### config.mk
export PLATFORM = sky130hd
export DESIGN_NAME = shared_mem_arbiter
export DESIGN_NICKNAME = d
export VERILOG_FILES = /design/src/rtl/mips_mem_pkg.sv /design/src/rtl/rr_arb2.sv /design/src/rtl/shared_mem_arbiter.sv
export SDC_FILE = /design/constraint.sdc
export NUM_CORES = 1
export LEC_CHECK = 0
export CAP_MARGIN = 10
export CORE_UTILIZATION = 34
export DETAILED_ROUTE_END_ITERATION = 7
export GPL_TIMING_DRIVEN = 0
export PLACE_DENSITY = 0.8
export SLEW_MARGIN = 20
export SYNTH_ARGS = -nofsm -noshare
export SYNTH_HDL_FRONTEND = slang
export SYNTH_HIERARCHICAL = 1
export SYNTH_SLANG_ARGS = --single-unit
### constraint.sdc
create_clock -name clk -period 3.8 [get_ports clk]
set_clock_uncertainty 0.05 [all_clocks]
set_input_delay 0.76 -clock clk [delete_from_list [all_inputs] [get_ports clk]]
set_output_delay 0.76 -clock clk [all_outputs]
set_load 0.02 [all_outputs]
### src/rtl/mips_mem_pkg.sv
// Shared constants and encodings for the dual-core shared data RAM arbiter.
package mips_mem_pkg;

    localparam int unsigned ADDR_W_DEF   = 10;
    localparam int unsigned DATA_W_DEF   = 32;
    localparam int unsigned LOCK_MAX_DEF = 15;

    typedef enum logic {
        OWNER_C0 = 1'b0,
        OWNER_C1 = 1'b1
    } owner_e;

    typedef enum logic [1:0] {
        ST_OPEN  = 2'd0,
        ST_LOCK0 = 2'd1,
        ST_LOCK1 = 2'd2
    } lock_state_e;

    function automatic owner_e other_owner(input owner_e o);
        return (o == OWNER_C0) ? OWNER_C1 : OWNER_C0;
    endfunction

endpackage

### src/rtl/rr_arb2.sv
// Two-way round-robin grant logic; the priority pointer register lives in the caller.
module rr_arb2
    import mips_mem_pkg::*;
(
    input  logic [1:0] req,
    input  logic [1:0] mask,
    input  owner_e     ptr,
    output logic [1:0] gnt,
    output logic       contested,
    output owner_e     loser
);

    logic [1:0] eff;

    // Masked requests; on contention ptr names the winner and the other core becomes the loser.
    always_comb begin
        eff       = req & ~mask;
        gnt       = eff;
        contested = &eff;
        loser     = ptr;
        if (contested) begin
            gnt   = (ptr == OWNER_C0) ? 2'b01 : 2'b10;
            loser = other_owner(ptr);
        end
    end

endmodule

### src/rtl/shared_mem_arbiter.sv
// Shares one single-port data RAM between two MIPS MEM stages with round-robin grants.
// Optional atomic-lock FSM is built when ARB_LOCK_EN is defined.
module shared_mem_arbiter
    import mips_mem_pkg::*;
#(
    parameter int unsigned ADDR_W   = ADDR_W_DEF,
    parameter int unsigned DATA_W   = DATA_W_DEF,
    parameter int unsigned LOCK_MAX = LOCK_MAX_DEF
) (
    input  logic              clk,
    input  logic              reset,
    input  logic              req0,
    input  logic              req1,
    input  logic              we0,
    input  logic              we1,
    input  logic [ADDR_W-1:0] addr0,
    input  logic [ADDR_W-1:0] addr1,
    input  logic [DATA_W-1:0] wdata0,
    input  logic [DATA_W-1:0] wdata1,
    input  logic              lock0,
    input  logic              lock1,
    output logic              gnt0,
    output logic              gnt1,
    output logic              stall0,
    output logic              stall1,
    output logic              rvalid0,
    output logic              rvalid1,
    output logic [DATA_W-1:0] rdata0,
    output logic [DATA_W-1:0] rdata1,
    output logic              ram_en,
    output logic              ram_we,
    output logic [ADDR_W-1:0] ram_addr,
    output logic [DATA_W-1:0] ram_din,
    input  logic [DATA_W-1:0] ram_dout
);

    logic [1:0]        req_v;
    logic [1:0]        mask;
    logic [1:0]        arb_gnt;
    logic              arb_contested;
    logic              forced_c;
    owner_e            arb_loser;
    owner_e            forced_ptr;
    owner_e            ptr_q;
    owner_e            ptr_eff;
    owner_e            sel;
    owner_e            sel_q;
    owner_e            owner_q;
    logic              rd_pend_q;
    logic [DATA_W-1:0] rdata0_q;
    logic [DATA_W-1:0] rdata1_q;

`ifdef ARB_LOCK_EN
    localparam int unsigned CNT_W = $clog2(LOCK_MAX + 1);

    lock_state_e      state_q;
    lock_state_e      state_d;
    logic [CNT_W-1:0] cnt_q;
    logic [CNT_W-1:0] cnt_d;
    logic             open_c;

    always_ff @(posedge clk) begin
        if (reset) begin
            state_q <= ST_OPEN;
            cnt_q   <= '0;
        end else begin
            state_q <= state_d;
            cnt_q   <= cnt_d;
        end
    end

    // Hold/release for this cycle: a released lock arbitrates as if OPEN.
    always_comb begin
        mask       = 2'b00;
        forced_c   = 1'b0;
        forced_ptr = OWNER_C0;
        open_c     = 1'b1;
        case (state_q)
            ST_LOCK0: begin
                if (lock0 && (cnt_q != CNT_W'(LOCK_MAX))) begin
                    mask   = 2'b10;
                    open_c = 1'b0;
                end else begin
                    forced_c   = (cnt_q == CNT_W'(LOCK_MAX));
                    forced_ptr = OWNER_C1;
                end
            end
            ST_LOCK1: begin
                if (lock1 && (cnt_q != CNT_W'(LOCK_MAX))) begin
                    mask   = 2'b01;
                    open_c = 1'b0;
                end else begin
                    forced_c   = (cnt_q == CNT_W'(LOCK_MAX));
                    forced_ptr = OWNER_C0;
                end
            end
            default: ;
        endcase
    end

    // Next lock state: only a granted access with its lock bit set enters a lock.
    always_comb begin
        state_d = state_q;
        cnt_d   = cnt_q;
        if (open_c) begin
            state_d = ST_OPEN;
            cnt_d   = '0;
            if (arb_gnt[0] && lock0) begin
                state_d = ST_LOCK0;
            end else if (arb_gnt[1] && lock1) begin
                state_d = ST_LOCK1;
            end
        end else begin
            cnt_d = cnt_q + CNT_W'(1);
        end
    end
`else
    logic unused_c;

    assign mask       = 2'b00;
    assign forced_c   = 1'b0;
    assign forced_ptr = OWNER_C0;
    assign unused_c   = ^{lock0, lock1, 32'(LOCK_MAX)};
`endif

    // No grants while reset is held, so the RAM is never touched during reset.
    assign req_v   = {req1, req0} & {2{~reset}};
    assign ptr_eff = forced_c ? forced_ptr : ptr_q;

    rr_arb2 u_rr_arb2 (
        .req       (req_v),
        .mask      (mask),
        .ptr       (ptr_eff),
        .gnt       (arb_gnt),
        .contested (arb_contested),
        .loser     (arb_loser)
    );

    assign gnt0   = arb_gnt[0];
    assign gnt1   = arb_gnt[1];
    assign stall0 = req0 & ~arb_gnt[0];
    assign stall1 = req1 & ~arb_gnt[1];

    // Mux select follows the winner and otherwise holds, keeping ram_addr/ram_din steady when idle.
    always_comb begin
        sel = sel_q;
        if (arb_gnt[1]) begin
            sel = OWNER_C1;
        end else if (arb_gnt[0]) begin
            sel = OWNER_C0;
        end
    end

    assign ram_en   = |arb_gnt;
    assign ram_we   = ram_en & ((sel == OWNER_C1) ? we1 : we0);
    assign ram_addr = (sel == OWNER_C1) ? addr1 : addr0;
    assign ram_din  = (sel == OWNER_C1) ? wdata1 : wdata0;

    always_ff @(posedge clk) begin
        if (reset) begin
            ptr_q <= OWNER_C0;
        end else if (arb_contested) begin
            ptr_q <= arb_loser;
        end else if (forced_c) begin
            ptr_q <= forced_ptr;
        end
    end

    // Owner tag travels with the grant; returned data is steered by it one cycle later.
    always_ff @(posedge clk) begin
        if (reset) begin
            sel_q     <= OWNER_C0;
            owner_q   <= OWNER_C0;
            rd_pend_q <= 1'b0;
            rdata0_q  <= '0;
            rdata1_q  <= '0;
        end else begin
            sel_q     <= sel;
            owner_q   <= sel;
            rd_pend_q <= ram_en & ~ram_we;
            if (rvalid0) begin
                rdata0_q <= ram_dout;
            end
            if (rvalid1) begin
                rdata1_q <= ram_dout;
            end
        end
    end

    assign rvalid0 = rd_pend_q & (owner_q == OWNER_C0);
    assign rvalid1 = rd_pend_q & (owner_q == OWNER_C1);
    assign rdata0  = rvalid0 ? ram_dout : rdata0_q;
    assign rdata1  = rvalid1 ? ram_dout : rdata1_q;

endmodule
=== Yosys cells after proc, flatten, opt, wreduce, memory -nomap -nowiden ===
Cells that the tools add are included.

* Register bits after elaboration: 67
* Input bits: 124
* Output and inout port bits: 114
* Word-level logic and storage cells: 29

* Multiplexer cells: 10
* Bitwise operators: 12
* Reductions and logical operators: 2

{| class="wikitable"
|+ Operators by type and width
! operator !! number
|-
| 32-bit two-way mux || 3
|-
| 10-bit two-way mux || 1
|-
| 1-bit AND || 6
|-
| 1-bit NOT || 5
|-
| 1-bit two-way mux || 4
|-
| 2-bit two-way mux || 2
|-
| 2-bit AND || 1
|-
| 2-bit AND reduction || 1
|-
| 2-bit OR reduction || 1
|}

=== Longest topological paths before layout ===
* Word-level depth: 10
* Gate-level depth with buffers: 8
* Gate-level depth less buffers: 6

=== Cells and area by module ===
The synthesis kept the hierarchy.

{| class="wikitable"
|+ Modules (own cells, without submodules)
! module !! instances !! cells an instance !! area an instance (um^2) !! seq. area each (um^2)
|-
| shared_mem_arbiter || 1 || 275 || 3155.5 || 1341.3
|-
| rr_arb2 || 1 || 6 || 48.8 || 0.0
|}

=== Worst setup path before layout ===
No wires, ideal clock.

* Path kind: input -> output
* Start: in reset
* End: out ram_addr[1]
* Arrival time: 2.838 ns
* Data required time: 2.990 ns
* Setup slack: 0.152 ns
* Stages: 8
* Buffers on the path: 2
* Cell sequence: clkbuf_1 -> nor2b_1 -> and2b_2 -> a21oi_1 -> inv_1 -> a21oi_2 -> buf_4 -> mux2_2

* Cells in the longest elaborated chain, start to end: 7

{| class="wikitable"
|+ Ends and longest elaborated chain
! item !! line !! RTL
|-
| start, declared || shared_mem_arbiter.sv:11 || <nowiki>input logic reset,</nowiki>
|-
| 1-bit NOT || shared_mem_arbiter.sv:127 || <nowiki>assign req_v = {req1, req0} & {2{~reset}};</nowiki>
|-
| 2-bit AND || shared_mem_arbiter.sv:127 ||
|-
| net req_v[1] || shared_mem_arbiter.sv:37 || <nowiki>logic [1:0] req_v;</nowiki>
|-
| 2-bit AND reduction || rr_arb2.sv:19 || <nowiki>contested = &eff;</nowiki>
|-
| 2-bit two-way mux || rr_arb2.sv:21 || <nowiki>if (contested) begin</nowiki>
|-
| net gnt0 || shared_mem_arbiter.sv:22 || <nowiki>output logic gnt0,</nowiki>
|-
| 1-bit two-way mux || shared_mem_arbiter.sv:149 || <nowiki>end else if (arb_gnt[0]) begin</nowiki>
|-
| 1-bit two-way mux || shared_mem_arbiter.sv:147 || <nowiki>if (arb_gnt[1]) begin</nowiki>
|-
| 10-bit two-way mux || shared_mem_arbiter.sv:156 || <nowiki>assign ram_addr = (sel == OWNER_C1) ? addr1 : addr0;</nowiki>
|-
| end, declared || shared_mem_arbiter.sv:32 || <nowiki>output logic [ADDR_W-1:0] ram_addr,</nowiki>
|}

The timed path passes the listed nets, and every way through them passes these cells.

=== Final worst setup path ===
* Start: in req1
* End: out ram_din[23]

* Cells in the longest elaborated chain, start to end: 6

{| class="wikitable"
|+ Ends and longest elaborated chain
! item !! line !! RTL
|-
| start, declared || shared_mem_arbiter.sv:13 || <nowiki>input logic req1,</nowiki>
|-
| 2-bit AND (*) || shared_mem_arbiter.sv:127 ||
|-
| net req_v[1] || shared_mem_arbiter.sv:37 ||
|-
| 2-bit AND reduction || rr_arb2.sv:19 ||
|-
| 2-bit two-way mux (*) || rr_arb2.sv:21 ||
|-
| 1-bit two-way mux || shared_mem_arbiter.sv:149 ||
|-
| 1-bit two-way mux (*) || shared_mem_arbiter.sv:147 ||
|-
| 32-bit two-way mux (*) || shared_mem_arbiter.sv:157 || <nowiki>assign ram_din = (sel == OWNER_C1) ? wdata1 : wdata0;</nowiki>
|-
| end, declared || shared_mem_arbiter.sv:33 || <nowiki>output logic [DATA_W-1:0] ram_din,</nowiki>
|}

The timed path passes the listed nets; every way through them passes the cells marked *.

==> flow_metrics.py <==
metrics = {
    "global_route": {
        "track_usage_pct": 22.2,
        "antenna_found_initial": 0,
        "grt_pass1_vias": 3213,
        "gr-total-overflow": 0,
        "grt_max_degree": 12,
        "grt_pass1_wl_um": 16600,
    },
    "floorplan": {
        "initial_core_util_pct": 34.8,
        "io_pins": 238,
        "die_w_um": 99.1,
        "die_h_um": 99.1,
        "row_count": 35,
        "dieArea_um2": 9820,
        "core_um2": 9200,
    },
    "worst_setup_path": {
        "crit_path_cell_trace": "clkdlybuf4s50_1 > nor2b_1 > and2b_2 > a21oi_4 > inv_1 > a21oi_4 > buf_4 > mux2_2 > dlygate4sd2_1",
        "path_class": "in2out",
        "slowest_stage": "clkdlybuf4s50_1",
        "cpPeakStageDelay_ns": 0.42,
        "endpoint_kind": "primary output",
        "path_delay_family": "buffers and inverters",
        "r2r_setup_slack_ns": 2.18,
        "r2r-end": "rdata1_q[20]",
        "critPathMaxFanout": 10,
        "r2r_cells": 4,
        "cp.arrival_ns": 2.89,
        "path_buf_inv": 4,
        "r2r_start": "owner_q",
        "cp_data_required_time_ns": 2.99,
        "cp-start-kind": "input pin",
        "crit_path_frequent_cell": "a21oi_4",
    },
    "timing": {
        "layout_min_cycle_time_ns": 3.70,
        "rsz0062_at_grt": "false",
        "tightest_slew_ns": 0.516,
        "finalWorstSetupSlack_ns": 0.103,
        "fin_crit_sh_pct": 97.3,
        "max_freq_mhz": 270,
        "slew_viol_final": 0,
        "slew_headroom_pct": 65.6,
        "finalHoldViolations": 0,
        "setup_viol": 0,
    },
    "layout": {
        "drive_gt1_share_pct": 27.6,
        "antenna_cells": 0,
        "fin_nets": 657,
        "area_delta_synth_final_pct": 81.4,
        "fin_area_um2": 5810,
    },
    "worst_hold_path": {
        "worstHoldEndpoint": "rdata0_q[15]",
        "hold_path_depth": 2,
        "hold_path_class": "reg2reg",
        "min-delay-start": "rdata0_q[15]",
    },
    "placed_design": {
        "place_congestion": 0.801,
        "hpwl_um": 8770,
        "place.port_buffers": 234,
        "placed_area_um2": 5700,
        "place_ws_ns": -0.652,
    },
    "power": {
        "p_clk_share_pct": 36.2,
        "internal_power_mw": 1.33,
        "p_sw_share_pct": 25.3,
        "p_leak_nw": 2.44,
        "power_switching_uw": 452,
        "seq_power_share_pct": 40.0,
        "power.share.combinational_pct": 23.7,
        "max-vdd-ir-drop_mv": 0.156,
        "powerDensity_nw_per_um2": 307,
    },
    "route": {
        "routed_wl_um": 10800,
        "drt_first_pass_iters": 4,
        "wl_per_cell_um": 16.7,
        "drc": 0,
        "vias": 3024,
        "vias_per_cell": 4.67,
        "ant_nets": 0,
        "drtIter0Drc": 61,
    },
    "synth": {
        "synth_warnings": 6,
        "netlist_instances": 281,
        "ys_seq_area_share_pct": 41.9,
        "synth_area_per_cell_um2": 11.4,
        "ys_types": 23,
        "async_reset_ff_share_pct": 0,
        "synth_ff_type": "dfxtp_1",
        "synth-edff-count": 0,
        "ys_ff_latch": 67,
        "synthesis.area_um2": 3200,
    },
    "clock_network": {
        "h-tree-depth": 3,
        "cts_buffer_depth": 2,
        "cts_sinks": 67,
        "clock_latency_ns": 0.33,
        "holdBufCountCts": 0,
        "cts_root_buf": "clkbuf_8",
        "tritoncts": "yes",
        "numCtsBuffers": 9,
        "clk_pin_slew_worst_paths_ns": 0.07,
    },
    "outcome": {
        "outcome": "finished clean",
    },
    "flow_run": {
        "maxCapViolCount": 0,
    },
}
## cells in the mapped netlist, types with 2 or more instances
master	count	area [µm²]
clkbuf_1	7	26.3
nor2b_1	69	432
buf_4	4	30.0
dfxtp_1	67	1340
buf_6	3	33.8
nor2_1	3	11.3
nand2_1	3	11.3
inv_1	2	7.51
mux2_2	81	912
nand2b_1	2	12.5
mux2_1	25	282
buf_2	4	20.0
## routing by layer
metal	track usage (%)	wire (µm)	vias to the layer above
met1	21.5	3720	1409
li1	-	-	1451
met3	10.4	1190	14
met2	41.0	5640	150
met5	0	0	-
met4	8.26	250	0
## registers in the layout (all words and copies together), names as in the netlist
register / flops
owner_q: 1
ptr_eff: 1
rd_pend_q: 1
rdata0_q: 32
rdata1_q: 32
## worst reg2reg max path: cells and delay by family (launching register included)
family                 cells  cell delay (ns)
AND/OR/NAND/NOR            2             0.38
multiplexers               1             0.38
flip-flops                 1             0.35
buffers and inverters      1             0.33
## power by group through the flow
stage	Combinational, mW	Sequential, mW	Clock (mW)
floorplan	0.187	0.729	0
global placement	0.451	0.729	0
detailed placement	0.454	0.729	0
CTS	0.440	0.713	0.660
global route	0.449	0.714	0.692
finish	0.423	0.713	0.646
## metrics by stage
| stage | setup TNS, ns | total power [mW] | utilization, % | hold WS [ns] | cells |
|---|---|---|---|---|---|
| after global placement | -23.46 | 1.18 | 61.9 | 0.492 | 629 |
| after global routing | 0 | 1.86 | 63.2 | 0.552 | 648 |
| after floorplan | 0 | 0.915 | - | 0.476 | 284 |
| after CTS | 0 | 1.81 | 64.6 | 0.529 | 648 |
| after detailed placement | -24.99 | 1.18 | 61.9 | 0.510 | 629 |
| final | 0 | 1.78 | 63.2 | 0.528 | 648 |
## area by class of cell
cell class              count  area, µm²
fillers                   789       3380
repair buffers            238       2210
multi-input cells         197       1790
flip-flops and latches     67       1340
well taps                 111        139
clock buffers              10        138
plain buffers              18        118
clock inverters             5       77.6
inverters                   2       7.51
## cell families after synthesis
kind of cell              count (synthesis)  synth area share (%)
AOI/OAI and AO/OA                         5                  1.09
DFF                                      67                  41.9
xor gates and xnor gates                  1                 0.273
buffers and inverters                    20                  3.67
muxes                                   107                  37.6
and+or+nand+nor                          80                  15.4
other                                     1                 0.117
## how the worst max path moves through the flow
stage,start,to,cells after the start,slack (ns)
2_1_floorplan,reset,ram_addr[1],8,0.15
3_3_place_gp,req1,ram_din[2],9,-0.62
3_5_place_dp,req1,ram_din[2],9,-0.65
4_1_cts,req1,ram_din[15],10,0.002
5_1_grt,req1,ram_din[26],9,0.02
6_report,req1,ram_din[23],9,0.10
## timing repair
item / 4_1_cts / 5_1_grt
endpoints found under the setup margin: 42 / 33
endpoints found under the hold margin: 0 / 0
pin swaps: 2 / 0
setup buffers: 4 / 0
resized for setup: 66 / 47
## layout by cell type (no fill, tap or decap), types with 3 or more instances in the layout
cell / count
clkbuf_2: 27
nand2_1: 3
mux2_2: 81
nor2b_1: 68
dlygate4sd2_1: 12
mux2_1: 25
conb_1: 4
nor2_1: 3
buf_2: 7
clkbuf_1: 7
buf_4: 6
clkbuf_8: 10
buf_6: 5
dfxtp_1: 67
clkdlybuf4s50_1: 192
Note: power is estimated with default switching activity, not from simulation.
==> patch 1: new RTL, config.mk and constraints unchanged <==
Set the package constant `DATA_W_DEF` to 16 (it was 32).
--- a/src/rtl/mips_mem_pkg.sv
+++ b/src/rtl/mips_mem_pkg.sv
@@ -4,3 +4,3 @@
     localparam int unsigned ADDR_W_DEF   = 10;
-    localparam int unsigned DATA_W_DEF   = 32;
+    localparam int unsigned DATA_W_DEF   = 16;
     localparam int unsigned LOCK_MAX_DEF = 15;
Ports: changed (6 resized); port bits go from 238 to 142. No check against the original RTL was run, so the function may have changed too.
==> patch 1 against the unedited design <==
  * Largest cell class unchanged
  * Sequential cell count down 32
  * Highest routed layer unchanged
  * Final cell count down 41%
  * Core utilization up 2.7 points
  * Area after synthesis down 42%
  * Total power down 50%
  * Routed wire length down 53%
  * Design area down 41%
  * Setup slack worse by 0.0046 ns
==> patch 1: results (changes against the unedited design) <==
## Yosys
• **dominant cells by area after synthesis** dfxtp_1 (38%), mux2_2 (22%), mux2_4 (15%), was dfxtp_1 (42%), mux2_2 (28%), nor2b_1 (13%)
• **post-synth cell types** 24, was 23
• **cell types with the highest counts after synthesis** mux2_2 (37), nor2b_1 (37), dfxtp_1 (35), was mux2_2 (81), nor2b_1 (69), dfxtp_1 (67)
• **number of warning messages in the yosys log** 6, unchanged
• **number of synthesized flops with an enable pin** 0, unchanged
• **leading register cell type out of synthesis** dfxtp_1, unchanged
• **sequential cell area fraction in the yosys report** 0.378, was 0.419
• **Post-synth ARST share** 0, unchanged

## GRT
• **pin count of the biggest net entering global routing** 11, was 12
• **overall fraction of global-route tracks in use** 0.178, was 0.222
• **wire length of the first global-routing pass** 7460 um, was 16600 um
• **number of antenna violations at the first check in global routing** 0, unchanged

## Min path
• **number of cells on the worst hold path** 2, unchanged
• **Worst Hold Path EP** rdata1_q[12]$_SDFF_PP0_, was rdata0_q[15]$_SDFF_PP0_
• **hold path startpoint** rdata1_q[12]$_SDFF_PP0_, was rdata0_q[15]$_SDFF_PP0_
• **path category of the worst min-delay check** reg -> reg, unchanged

## Cells and area
• **largest registers** rdata0_q x16, rdata1_q x16, was rdata0_q x32, rdata1_q x32
• **net count reported at finish** 385, was 657
• **share of post-route cells with drive strength above 1** 0.242, was 0.276
• **filler instances** 438, was 789
• **Antenna diodes** 0, unchanged

## Placed design
• **routability congestion estimate** 0.663, was 0.801
• **Port Buf Inserts** 138, was 234
• **total half-perimeter wirelength after legalization and detailed placement** 3970 um, was 8770 um

## Clock tree
• **number of buffers added by the clock tree synthesis step** 5, was 9
• **Root Buffer** clkbuf_8, unchanged
• **Clk Latency, worst-skew pair** 0.29 ns, was 0.33 ns
• **Max Buffers Root-to-Sink** 2, unchanged
• **deepest level of the CTS H-tree** 2, was 3
• **clock edge transition at the registers on the reported setup and hold paths** 0.06 ns

## Routing
• **WL per Instance** 13.4 um, was 16.7 um
• **number of iterations in the first detailed-routing pass** 3, was 4
• **initial detailed-routing violation count** 4, was 61
• **total via count in the routed design** 1689, was 3024

## Critical path
• **launch instance of the worst register-to-register path** owner_q$_SDFF_PP0_, unchanged
• **critical path's slowest cell** clkdlybuf4s50_1, unchanged
• **slowest cell delay on critical path** 0.41 ns
• **Arr. time, crit path** 2.89 ns, about the same
• **largest driver fanout on the critical path** 10, unchanged
• **RR Endpoint** rdata0_q[7]$_SDFF_PP0_, was rdata1_q[20]$_SDFF_PP0_
• **launching element of the worst setup path** req1, unchanged
• **Register-to-Register Path Depth** 5, was 4
• **setup slack of the most critical reg-to-reg path** 2.31 ns, was 2.18 ns
• **capturing element of the worst setup path** ram_din[10], was ram_din[23]

## STA
• **Relative slew margins** 0.630, was 0.656
• **hold slack** 0.534 ns, was 0.528 ns

## Power and ir drop
• **leakage power** 1.42 nW, was 2.44 nW
• **maximum resistive drop on vdd** 0.000142 V, was 0.000156 V

## Run status
• **outcome** completed, unchanged

-- patch 1: cell types whose count changed in the layout (fill, tap and decap cells not counted), sizes merged --
| cell | change |
|---|---|
| buf | -12 |
| bufinv | -2 |
| clkbuf | -33 |
| clkdlybuf4s50 | -80 |
| clkinv | -1 |
| clkinvlp | -1 |
| dfxtp | -32 |
| dlygate4sd2 | +14 |
| mux2 | -48 |
| nor2b | -32 |
-- patch 1: cells by family (layout without fill, tap and decap cells) --
kind of cell / after synthesis / in the layout / share of synthesized area
buffers and inverters: 11 / 158 / 0.0385
other: 1 / 4 / 0.00202
xor gates and xnor gates: 1 / 1 / 0.00472
muxes: 59 / 59 / 0.394
DFF: 35 / 35 / 0.378
and+or+nand+nor: 48 / 48 / 0.160
AOI/OAI and AO/OA: 5 / 5 / 0.0229
-- patch 1: critical path: cells and delay by family --
| family | cells | cell delay, ns |
|---|---|---|
| compound gates | 2 | 0.35 |
| simple gates | 2 | 0.36 |
| buf+inv | 4 | 1.05 |
| mux | 1 | 0.36 |
-- patch 1: timing repair --
| item | in CTS | in global routing |
|---|---|---|
| gates resized for setup | 30 | 0 |
| buffers inserted | 1 | 0 |
| gates cloned | 0 | 0 |
| setup endpoints to repair | 27 | 19 |
| pin swaps | 1 | 0 |
| endpoints found under the hold margin | 0 | 0 |
-- patch 1: stage by stage --
step | std cells | instance area, um2 | worst slack [ns] | power [mW]
floorplan | 163 | 1870 | 0.0253 | 0.500
global placement | 371 | 3340 | -0.766 | 0.654
detailed placement | 371 | 3340 | -0.777 | 0.656
CTS | 380 | 3410 | 0.0720 | 0.894
global route | 380 | 3410 | -0.0295 | 0.921
finish | 380 | 3410 | 0.0981 | 0.883
-- patch 1: final cells by class --
cell class | instances | area [um2] | area share
Inverter | 2 | 7.51 | 0.00220
Clock inverter | 1 | 5.00 | 0.00147
Multi-Input combinational cell | 117 | 1100 | 0.324
Tap cell | 70 | 87.6 | 0.0257
Timing Repair Buffer | 139 | 1360 | 0.398
Sequential cell | 35 | 701 | 0.206
Buffer | 9 | 68.8 | 0.0202
Clock buffer | 7 | 76.3 | 0.0224
-- patch 1: where the power goes --
| group | internal, mW | leakage [nW] | total (mW) | switching (mW) |
|---|---|---|---|---|
| registers | 0.372 | 0.283 | 0.374 | 0.00186 |
| clock network | 0.128 | 0.0422 | 0.253 | 0.124 |
| logic | 0.151 | 1.09 | 0.256 | 0.105 |
| total | 0.651 | 1.42 | 0.883 | 0.232 |
-- patch 1: per-layer routing --
metal	global-route usage	routed length (um)
met5	0	0
met4	0.0802	82
met3	0.0847	588
met2	0.313	2500
met1	0.179	1900
==> patch 2: new RTL, config.mk and constraints unchanged <==
Without the edit above. Add a define of `ARB_LOCK_EN`.
--- a/src/rtl/shared_mem_arbiter.sv
+++ b/src/rtl/shared_mem_arbiter.sv
@@ -2,2 +2,4 @@
 // Optional atomic-lock FSM is built when ARB_LOCK_EN is defined.
+`define ARB_LOCK_EN
+
 module shared_mem_arbiter
Behaviour: not the same (Yosys sat finds a counterexample within 4 cycles, from zero or initial values and one cycle with reset high).
==> patch 2 against the unedited design <==
  * Routed wire length is 4.3% higher
  * Setup slack worse by 0.043 ns
  * Via count is 7.2% higher
  * Critical path depth stayed put
  * Critical path type unchanged
  * Design area is 7.5% higher
  * Combinational power is 23% higher
  * Area after synthesis is 12% higher
  * Total power is 14% higher
  * Final cell count is 10% higher
  * Sequential cell count is 6 higher
  * First-iteration DRC count is 1.6% lower
==> patch 2: results (changes against the unedited design) <==
## Power and ir drop
• **share of power burned in registers** 0.386, was 0.400
• **leakage power** 2.55 nW, was 2.44 nW
• **power density normalized to cell area** 326 nW/um2, was 307 nW/um2
• **maximum resistive drop on vdd** 0.000188 V, was 0.000156 V
• **comb pwr** 521 uW, was 423 uW
• **internal power contribution** 1.51 mW, was 1.33 mW

## Routing
• **initial detailed-routing violation count** 60, was 61
• **Routed WL** 11300 um, was 10800 um
• **total length of routed met3 wires** 634 um, was 1190 um
• **total via count in the routed design** 3243, was 3024
• **routed length on met2** 5950 um, was 5640 um
• **ratio of routed vias to standard cells** 4.55, was 4.67

## Placed design
• **Port Buf Inserts** 237, was 234
• **total half-perimeter wirelength after legalization and detailed placement** 8970 um, was 8770 um
• **total placed instance area** 6130 um2, was 5700 um2
• **Post-Place Cells** 693, was 629

## Yosys
• **sequential cell area fraction in the yosys report** 0.408, was 0.419
• **post-synth cell types** 36, was 23
• **Post-Syn Area per Cell** 11.2 um2, was 11.4 um2
• **dominant cells by area after synthesis** dfxtp_1 (41%), mux2_2 (32%), nor2b_1 (12%), was dfxtp_1 (42%), mux2_2 (28%), nor2b_1 (13%)

## Min path
• **Worst Hold Path EP** cnt_q[0]$_SDFF_PP0_, was rdata0_q[15]$_SDFF_PP0_

## Critical path
• **launch instance of the worst register-to-register path** state_q[0]$_SDFFE_PP0P_, was owner_q$_SDFF_PP0_
• **largest driver fanout on the critical path** 9, was 10
• **capturing element of the worst setup path** ram_addr[9], was ram_din[23]
• **Register-to-Register Path Depth** 9, was 4
• **RR Endpoint** owner_q$_SDFF_PP0_, was rdata1_q[20]$_SDFF_PP0_
• **setup slack of the most critical reg-to-reg path** 1.69 ns, was 2.18 ns
• **launching element of the worst setup path** lock1, was req1

## STA
• **Relative slew margins** 0.665, was 0.656
• **hold slack** 0.416 ns, was 0.528 ns
• **Worst Setup Slack, final** 0.0595 ns, was 0.103 ns

## GRT
• **wire length of the first global-routing pass** 18200 um, was 16600 um
• **via count of the first global-routing pass** 3600, was 3213
• **met3 capacity usage during global routing** 0.0593, was 0.104
• **GR met2 Demand/Resource** 0.395, was 0.410
• **overall fraction of global-route tracks in use** 0.210, was 0.222
• **pin count of the biggest net entering global routing** 14, was 12

## Cells and area
• **net count reported at finish** 699, was 657
• **filler instances** 911, was 789
• **share of post-route cells with drive strength above 1** 0.329, was 0.276
• **largest registers** rdata0_q x32, rdata1_q x32, cnt_q x4, was rdata0_q x32, rdata1_q x32

## Clock tree
• **post-CTS repair timing setup buffer count** 6, was 4

## Run status
• **outcome** completed, unchanged

[patch 2: cell count changes in the layout (fill, tap and decap cells not counted), moves of 3 or more]
cell / change
mux2_1: -20
mux2_2: +20
dlygate4sd2_1: -12
clkbuf_2: +11
dfxtp_1: +6
conb_1: -4
inv_1: +4
buf_4: +3
nor2_1: +3
[patch 2: area by class of cell]
cell class	count	area, um2	area share
Timing Repair Buffer	243	2220	0.355
Multi-Input combinational cell	221	2010	0.322
Sequential cell	73	1460	0.234
Tap cell	136	170	0.0272
Clock buffer	10	128	0.0204
Buffer	18	121	0.0194
Clock inverter	6	115	0.0184
Inverter	6	22.5	0.00360
[patch 2: logic make-up after synthesis]
group                    count (synthesis)  synth area share
AND/OR/NAND/NOR                         97             0.166
AO/OA/AOI/OAI                           10            0.0279
XOR/XNOR                                 3           0.00734
flip-flops                              73             0.408
multiplexers                           108             0.340
adder cells (fa/ha/maj)                  3            0.0105
buffers and inverters                   26            0.0402
